$ cat src/rtl/mul_iter_sequencer_if.sv
// mul_iter_sequencer_if: issue-side start/done handshake between decode logic and the sequencer
interface mul_iter_sequencer_if #(
  parameter int DATA_W = 32,
  parameter int ADDR_W = 4,
  parameter int ITER_W = 6
) ();
  logic              start;
  logic [ADDR_W-1:0] rs_addr;
  logic [ADDR_W-1:0] rm_addr;
  logic [ADDR_W-1:0] rn_addr;
  logic [ADDR_W-1:0] rd_addr;
  logic [ITER_W-1:0] iter_count;
  logic              busy;
  logic              done;
  logic [DATA_W-1:0] result;
  modport master (
    output start, rs_addr, rm_addr, rn_addr, rd_addr, iter_count,
    input  busy, done, result
  );
  modport slave (
    input  start, rs_addr, rm_addr, rn_addr, rd_addr, iter_count,
    output busy, done, result
  );
endinterface

$ cat src/rtl/mul_iter_sequencer.sv
// mul_iter_sequencer: drives reg file + multiplier to compute Rd = Rs^N * Rm (+ Rn when MUL_SEQ_ACC_EN is defined)
module mul_iter_sequencer #(
  parameter int DATA_W = 32,
  parameter int ADDR_W = 4,
  parameter int ITER_W = 6
) (
  input  logic              clk,
  input  logic              rst,
  mul_iter_sequencer_if.slave req,
  output logic [ADDR_W-1:0] rf_addr_a,
  output logic [ADDR_W-1:0] rf_addr_b,
  input  logic [DATA_W-1:0] rf_data_a,
  input  logic [DATA_W-1:0] rf_data_b,
  output logic [DATA_W-1:0] mul_rs,
  output logic [DATA_W-1:0] mul_rm,
  input  logic [DATA_W-1:0] mul_result,
  output logic [ADDR_W-1:0] wr_addr,
  output logic [DATA_W-1:0] wr_data,
  output logic              wr_en
);
  typedef enum logic [2:0] {IDLE, READ, ITER, ADD, WRITE} state_t;
  state_t state, state_n, post;
  logic [ADDR_W-1:0] rd_q;
  logic [ITER_W-1:0] cnt;
  logic [DATA_W-1:0] op, acc, result_q;
  logic              done_q;
`ifdef MUL_SEQ_ACC_EN
  logic [ADDR_W-1:0] rn_q;
  assign post = ADD;
`else
  assign post = WRITE;
`endif
  always_comb begin
    state_n = state;
    case (state)
      IDLE:    state_n = req.start ? READ : IDLE;
      READ:    state_n = (cnt != '0) ? ITER : post;
      ITER:    state_n = (cnt == ITER_W'(1)) ? post : ITER;
      ADD:     state_n = WRITE;
      WRITE:   state_n = IDLE;
      default: state_n = IDLE;
    endcase
  end
  always_ff @(posedge clk or posedge rst) begin
    if (rst) begin
      state     <= IDLE;
      rf_addr_a <= '0;
      rf_addr_b <= '0;
      rd_q      <= '0;
      cnt       <= '0;
      op        <= '0;
      acc       <= '0;
      result_q  <= '0;
      done_q    <= 1'b0;
`ifdef MUL_SEQ_ACC_EN
      rn_q      <= '0;
`endif
    end else begin
      state  <= state_n;
      done_q <= (state == WRITE);
      case (state)
        IDLE: if (req.start) begin
          rf_addr_a <= req.rs_addr;
          rf_addr_b <= req.rm_addr;
          rd_q      <= req.rd_addr;
          cnt       <= req.iter_count;
`ifdef MUL_SEQ_ACC_EN
          rn_q      <= req.rn_addr;
`endif
        end
        READ: begin
          op  <= rf_data_a;
          acc <= rf_data_b;
`ifdef MUL_SEQ_ACC_EN
          // Point port A at Rn now so its data is ready during the single ADD cycle
          rf_addr_a <= rn_q;
`endif
        end
        ITER: begin
          acc <= mul_result;
          cnt <= cnt - 1'b1;
        end
        ADD:     acc <= acc + rf_data_a;
        WRITE:   result_q <= acc;
        default: ;
      endcase
    end
  end
  assign wr_en      = (state == WRITE);
  assign wr_addr    = wr_en ? rd_q : '0;
  assign wr_data    = wr_en ? acc : '0;
  assign mul_rs     = op;
  assign mul_rm     = acc;
  assign req.busy   = (state != IDLE);
  assign req.done   = done_q;
  assign req.result = result_q;
endmodule

$ cat src/flat_wrapper.sv
// flat-port wrapper written by rule: the top's interface ports become plain ports
module mul_iter_sequencer_flat 
#(
  parameter int DATA_W = 32,
  parameter int ADDR_W = 4,
  parameter int ITER_W = 6
)
  (clk, rst, rf_addr_a, rf_addr_b, rf_data_a, rf_data_b, mul_rs, mul_rm, mul_result, wr_addr, wr_data, wr_en, req_start, req_rs_addr, req_rm_addr, req_rn_addr, req_rd_addr, req_iter_count, req_busy, req_done, req_result);
  mul_iter_sequencer_if #(.DATA_W(DATA_W), .ADDR_W(ADDR_W), .ITER_W(ITER_W)) req_i ();
  input  logic clk;
  input  logic rst;
  output logic [ADDR_W-1:0] rf_addr_a;
  output logic [ADDR_W-1:0] rf_addr_b;
  input  logic [DATA_W-1:0] rf_data_a;
  input  logic [DATA_W-1:0] rf_data_b;
  output logic [DATA_W-1:0] mul_rs;
  output logic [DATA_W-1:0] mul_rm;
  input  logic [DATA_W-1:0] mul_result;
  output logic [ADDR_W-1:0] wr_addr;
  output logic [DATA_W-1:0] wr_data;
  output logic wr_en;
  input wire logic [$bits(req_i.start)-1:0] req_start;
  input wire logic [$bits(req_i.rs_addr)-1:0] req_rs_addr;
  input wire logic [$bits(req_i.rm_addr)-1:0] req_rm_addr;
  input wire logic [$bits(req_i.rn_addr)-1:0] req_rn_addr;
  input wire logic [$bits(req_i.rd_addr)-1:0] req_rd_addr;
  input wire logic [$bits(req_i.iter_count)-1:0] req_iter_count;
  output wire logic [$bits(req_i.busy)-1:0] req_busy;
  output wire logic [$bits(req_i.done)-1:0] req_done;
  output wire logic [$bits(req_i.result)-1:0] req_result;
  assign req_i.start = req_start;
  assign req_i.rs_addr = req_rs_addr;
  assign req_i.rm_addr = req_rm_addr;
  assign req_i.rn_addr = req_rn_addr;
  assign req_i.rd_addr = req_rd_addr;
  assign req_i.iter_count = req_iter_count;
  assign req_busy = req_i.busy;
  assign req_done = req_i.done;
  assign req_result = req_i.result;
  mul_iter_sequencer #(.DATA_W(DATA_W), .ADDR_W(ADDR_W), .ITER_W(ITER_W)) u_core (.clk(clk), .rst(rst), .req(req_i), .rf_addr_a(rf_addr_a), .rf_addr_b(rf_addr_b), .rf_data_a(rf_data_a), .rf_data_b(rf_data_b), .mul_rs(mul_rs), .mul_rm(mul_rm), .mul_result(mul_result), .wr_addr(wr_addr), .wr_data(wr_data), .wr_en(wr_en));
endmodule
$ cat config.mk
export PLATFORM = sky130hd
export DESIGN_NAME = mul_iter_sequencer_flat
export DESIGN_NICKNAME = d
export VERILOG_FILES = /design/src/rtl/mul_iter_sequencer_if.sv /design/src/rtl/mul_iter_sequencer.sv /design/src/flat_wrapper.sv
export SDC_FILE = /design/constraint.sdc
export NUM_CORES = 1
export LEC_CHECK = 0
export ABC_AREA = 1
export CAP_MARGIN = 5
export CORE_ASPECT_RATIO = 0.8
export CORE_UTILIZATION = 40
export DETAILED_ROUTE_END_ITERATION = 10
export GPL_ROUTABILITY_DRIVEN = 0
export GPL_TIMING_DRIVEN = 1
export PLACE_DENSITY_LB_ADDON = 0.15
export SETUP_SLACK_MARGIN = 0.15
export SLEW_MARGIN = 20
export SYNTH_ARGS = -nofsm -noshare
export SYNTH_HDL_FRONTEND = slang
export SYNTH_SLANG_ARGS = --single-unit
$ cat constraint.sdc
create_clock -name clk -period 13.9 [get_ports clk]
set_input_delay 4.17 -clock clk [delete_from_list [all_inputs] [get_ports clk]]
set_output_delay 4.17 -clock clk [all_outputs]
set_load 0.005 [all_outputs]
# ---- Word-level counts from Yosys, hierarchy flattened
# Cells that the tools add are included.
dict set report op_classes {
  eq_ne 6
  muxes 9
  n_addsub 2
  n_reduce_logical 7
}
# op n
set op_table {}
lappend op_table {{32-bit one-hot mux with 3 select lines} 1}
lappend op_table {{32-bit adder} 1}
lappend op_table {{32-bit 2-to-1 mux} 1}
lappend op_table {{3-bit one-hot mux with 4 select lines} 1}
lappend op_table {{6-bit one-hot mux with 2 select lines} 1}
lappend op_table {{3-bit by 2-bit == test with 1-bit output (second input constant)} 2}
lappend op_table {{6-bit by 1-bit == test with 1-bit output (second input constant)} 1}
lappend op_table {{3-bit 2-to-1 mux} 2}
lappend op_table {{6-bit 2-to-1 mux} 1}
lappend op_table {{3-bit nonzero test} 2}
lappend op_table {{6-bit nonzero test} 1}
lappend op_table {{6-bit by 1-bit subtractor with 6-bit output (second input constant)} 1}
lappend op_table {{4-bit 2-to-1 mux} 1}
lappend op_table {{2-bit AND reduction} 2}
lappend op_table {{3-bit by 1-bit == test with 1-bit output (second input constant)} 1}
lappend op_table {{3-bit == test (second input constant)} 1}
lappend op_table {{3-bit zero test} 1}
lappend op_table {{2-bit inequality test (second input constant)} 1}
lappend op_table {{2-bit nonzero test} 1}
lappend op_table {{1-bit 2-to-1 mux} 1}
dict set report word_totals {
  inputBits 121
  output_inout_bits 143
  elab_cells 33
  regBits 118
}

# ---- Logic depth before layout (Yosys ltp)
dict set report depth {
  depth_word 3
  mapped_depth 14
  ltp_nobuf 14
}

# ---- Least setup slack after synthesis
# OpenSTA, ideal clock, no wires.
dict set report synth_path {
  path_kind {input port to flip-flop}
  startpoint {input rf_data_a[0]}
  endpoint {register u_core.acc[16] (netlist: u_core.mul_rm[16])}
  arrival_time_ns 5.558
  setup_slack_ns 8.264
  cell_stages 14
  t_required_ns 13.823
  cell_sequence {ha_1 -> inv_1 -> fa_1 -> inv_1 -> nand3_1 -> nand3_1 -> nand2_1 -> nand2_1 -> inv_1 -> nor2_1 -> nor2_1 -> nand2_1 -> nand3_1 -> a21oi_1}
}
dict set report synth_between {
  elab_chain_cells 2
}
# item line_no
set synth_lines {}
lappend synth_lines {{from (decl)} flat_wrapper.sv:14} ;# input logic [DATA_W-1:0] rf_data_a;
lappend synth_lines {{32-bit adder} mul_iter_sequencer.sv:83} ;# ADD: acc <= acc + rf_data_a;
lappend synth_lines {{32-bit one-hot mux with 3 select lines} mul_iter_sequencer.sv:61} ;# case (state)
lappend synth_lines {{to (signal assigned)} mul_iter_sequencer.sv:73} ;# acc <= rf_data_b;
lappend synth_lines {{to (signal assigned)} mul_iter_sequencer.sv:80} ;# acc <= mul_result;
lappend synth_lines {{to (signal assigned)} mul_iter_sequencer.sv:83}
lappend synth_lines {{to (decl)} mul_iter_sequencer.sv:25} ;# logic [DATA_W-1:0] op, acc, result_q;
# No other way between the ends.
# A chain may end at the register's enable or synchronous reset.

# ---- Final worst setup path
dict set report layout_path {
  startpoint {register u_core.state[0]}
  endpoint {output wr_data[15]}
}
dict set report layout_between {
  elab_chain_cells 2
}
# item line_no
set layout_lines {}
lappend layout_lines {{from (decl)} mul_iter_sequencer.sv:22} ;# state_t state, state_n, post;
lappend layout_lines {{from (signal assigned)} mul_iter_sequencer.sv:59} ;# state <= state_n;
lappend layout_lines {{3-bit == test} mul_iter_sequencer.sv:89} ;# assign wr_en = (state == WRITE);
lappend layout_lines {{32-bit 2-to-1 mux} mul_iter_sequencer.sv:91} ;# assign wr_data = wr_en ? acc : '0;
lappend layout_lines {{to (decl)} flat_wrapper.sv:20} ;# output logic [DATA_W-1:0] wr_data;
# No other way between the ends.

==> flow_metrics.env <==
export IMPL_antenna_found_initial=0
export IMPL_start_kind="flop"
export IMPL_nets=1515
export IMPL_grt_overflow=0
export IMPL_status="completed"
export IMPL_die_area_sq_um=19700
export IMPL_r2r_start="u_core.mul_rm[0]"
export IMPL_ioPinCount=264
export IMPL_yosysTopAreaCell="dfrtp_1"
export IMPL_syn_area_sq_um=7650
export IMPL_worst_clock_skew_ns=0.00864
export IMPL_cp_max_fo=101
export IMPL_worst_pin_slew_ns=1.01
export IMPL_area_growth_pct=44.4
export IMPL_rr_endpoint="u_core.mul_rm[28]"
export IMPL_hpwl_um=17300
export IMPL_path_buf_inv=1
export IMPL_r2r_cells=13
export IMPL_grt_pass1_vias=7337
export IMPL_slew_violations=0
export IMPL_vias_per_cell=4.75
export IMPL_relSlewSlack=0.325
export IMPL_die_y_um=126
export IMPL_track_usage=0.245
export IMPL_yosys_area_top_type_share=0.386
export IMPL_dpl_cell_area_sq_um=10400
export IMPL_die_w_um=157
export IMPL_min_from="u_core.rf_addr_b[3]"
export IMPL_avgSynthCellArea_sq_um=6.88
export IMPL_min_period_ns=6.76
export IMPL_grt_max_degree=102
export IMPL_cp_required_ns=9.73
export IMPL_fin_area_sq_um=11000
export IMPL_dr_pass1_iters=5
export IMPL_syn_nets=1266
export IMPL_cts_setup_buffers=0
export IMPL_crit_slowest_cell="clkdlybuf4s50_1"
export IMPL_seq_area_frac_synth=0.386
export IMPL_hp_class="reg2reg"
export IMPL_pre_cts_ws_ns=7.28
export IMPL_whs_path_depth=2
export IMPL_fin_util=0.599
export IMPL_powerDensity_nw_per_um2=229
export IMPL_insertion_delay_ns=0.42
export IMPL_routedWlPerCell_um=14.4
export IMPL_worstSetupPathType="reg2out"
export IMPL_reg2reg_slack_ns=11.52
export IMPL_core_region_area_sq_um=18400
export IMPL_slowest_delay_ns=0.53
export IMPL_synth_edff_count=0
export IMPL_rsz0062_at_grt="no"
export IMPL_drtIter0Drc=507
export IMPL_async_reset_ff_frac=1.00
export IMPL_yosys_warnings=0
export IMPL_start_util=0.415
export IMPL_cts_buffers_inserted=17
export IMPL_vias=7731
export IMPL_final_hold_viol_count=0
export IMPL_syn_inst=1111
export IMPL_drc=0
export IMPL_h_tree_depth=4
export IMPL_antenna_left=0
export IMPL_cp_data_arrival_time_ns=2.59
export IMPL_tns_ns=0
export IMPL_total_power_mw=2.53
export IMPL_hold_buffers=0
export IMPL_cts_repair_resized=0
export IMPL_synth_most_common_cell="nand2_1"
export IMPL_setup_viol=0
export IMPL_p_leak_nw=5.65
export IMPL_clk_pin_slew_ns=0.06
export IMPL_fmax_mhz=148
export IMPL_cts_tree="done"
export IMPL_clock_path_buffers=2
export IMPL_antenna_cells=0
export IMPL_layout_drive_gt1_share=0.0648
export IMPL_grt_pass1_wl_um=37700
export IMPL_finalCritPeriodShare=0.486
export IMPL_hold_end="u_core.rf_addr_b[3]"
export IMPL_max_cap_violations=0
export IMPL_ys_top_cells_by_count="nand2_1, inv_1, dfrtp_1"
export IMPL_crit_family="simple AND/OR/NAND/NOR gates"
export IMPL_worst_slack_ns=7.14
export IMPL_worst_setup_path_end_kind="output pin"
export IMPL_peakVddDrop_v=0.000104
export IMPL_ys_seq_elements=118
export IMPL_cp_cell_sequence="nor2_2, nand2_4, nor2_1, clkdlybuf4s50_1"
export IMPL_synth_cell_type_count=31
export IMPL_port_buffers=259
export IMPL_fp_row_count=44
export IMPL_wirelength_um=23300
export IMPL_ys_flop_type="dfrtp_1"
export IMPL_cts_sinks=118
export IMPL_cts_root_buf="clkbuf_16"
export IMPL_synth_area_leaders="dfrtp_1, nand2_1, inv_1"
## placed cells by master (no fill, tap or decap), types with 5 or more instances in the layout
cell type	instances
mux2_2	31
nand3_1	56
inv_2	5
a31oi_1	7
nand2_1	364
ha_1	33
o21ai_0	46
a21oi_1	72
clkdlybuf4s50_1	259
dfrtp_1	118
or2_2	10
nor2_1	112
clkbuf_16	17
a32oi_1	8
inv_6	8
inv_1	183
## routing by layer
metal,GRT usage,vias up,part of all wire
met3,0.0681,22,0.074
met1,0.336,3505,0.48
met5,0,-,0
li1,-,3973,-
met2,0.379,231,0.43
met4,0.0652,0,0.014
## how the worst max path moves through the flow
stage	start	slack (ns)	cells past startpoint	end
detailed placement	rf_data_a[0]	7.28	13	u_core.mul_rm[28]
CTS	u_core.state[0]	7.13	4	wr_data[15]
finish	u_core.state[0]	7.14	4	wr_data[15]
floorplan	rst	6.60	1	u_core.cnt[0]
global placement	rf_data_a[0]	7.31	13	u_core.mul_rm[28]
global route	u_core.state[0]	6.90	4	wr_data[17]
## registers in the layout, indices dropped and copies added, names as in the netlist
register           cells
u_core.req.result     32
u_core.req.done        1
u_core.rd_q            4
u_core.rf_addr_b       4
u_core.mul_rm         32
u_core.mul_rs         32
u_core.state           3
u_core.cnt             6
u_core.rf_addr_a       4
## worst register-to-register path: stages, from the launching register on
cell     delay [ns]
dfrtp_1        0.39
ha_1           0.23
inv_1          0.07
fa_1           0.36
inv_1          0.15
nand3_1        0.09
nand3_1        0.19
nand3_1        0.10
nand3_1        0.21
nand2_1        0.13
nand2_1        0.08
nand2_1        0.05
nand3_1        0.10
a21oi_1        0.10
## stage by stage
step           hold slack, ns  cells
2_1_floorplan           0.472   1111
3_3_place_gp            0.465   1594
3_5_place_dp            0.469   1594
4_1_cts                 0.486   1626
5_1_grt                 0.497   1626
6_report                0.480   1626
## final cells by class
type	instances	area (sq um)
fill	1758	7400
multi-input combinational	771	3840
sequential	118	2950
timing repair buffer	262	2620
inverter	190	718
clock buffer	17	425
tap	253	317
clock inverter	15	166
## cell families after synthesis
group | count (synthesis) | share of synthesized area
XOR/XNOR | 3 | 0.00344
adder cells (fa/ha/maj) | 34 | 0.0566
flip-flops | 118 | 0.386
buffers and inverters | 222 | 0.112
AND/OR/NAND/NOR | 558 | 0.292
AO/OA/AOI/OAI | 145 | 0.104
multiplexers | 31 | 0.0456
## report_power, final
part,total [mW],switching [mW],internal (mW)
registers,0.633,0.118,0.515
logic,1.45,0.788,0.661
clock network,0.446,0.179,0.268
(Power assumes the default switching activity.)
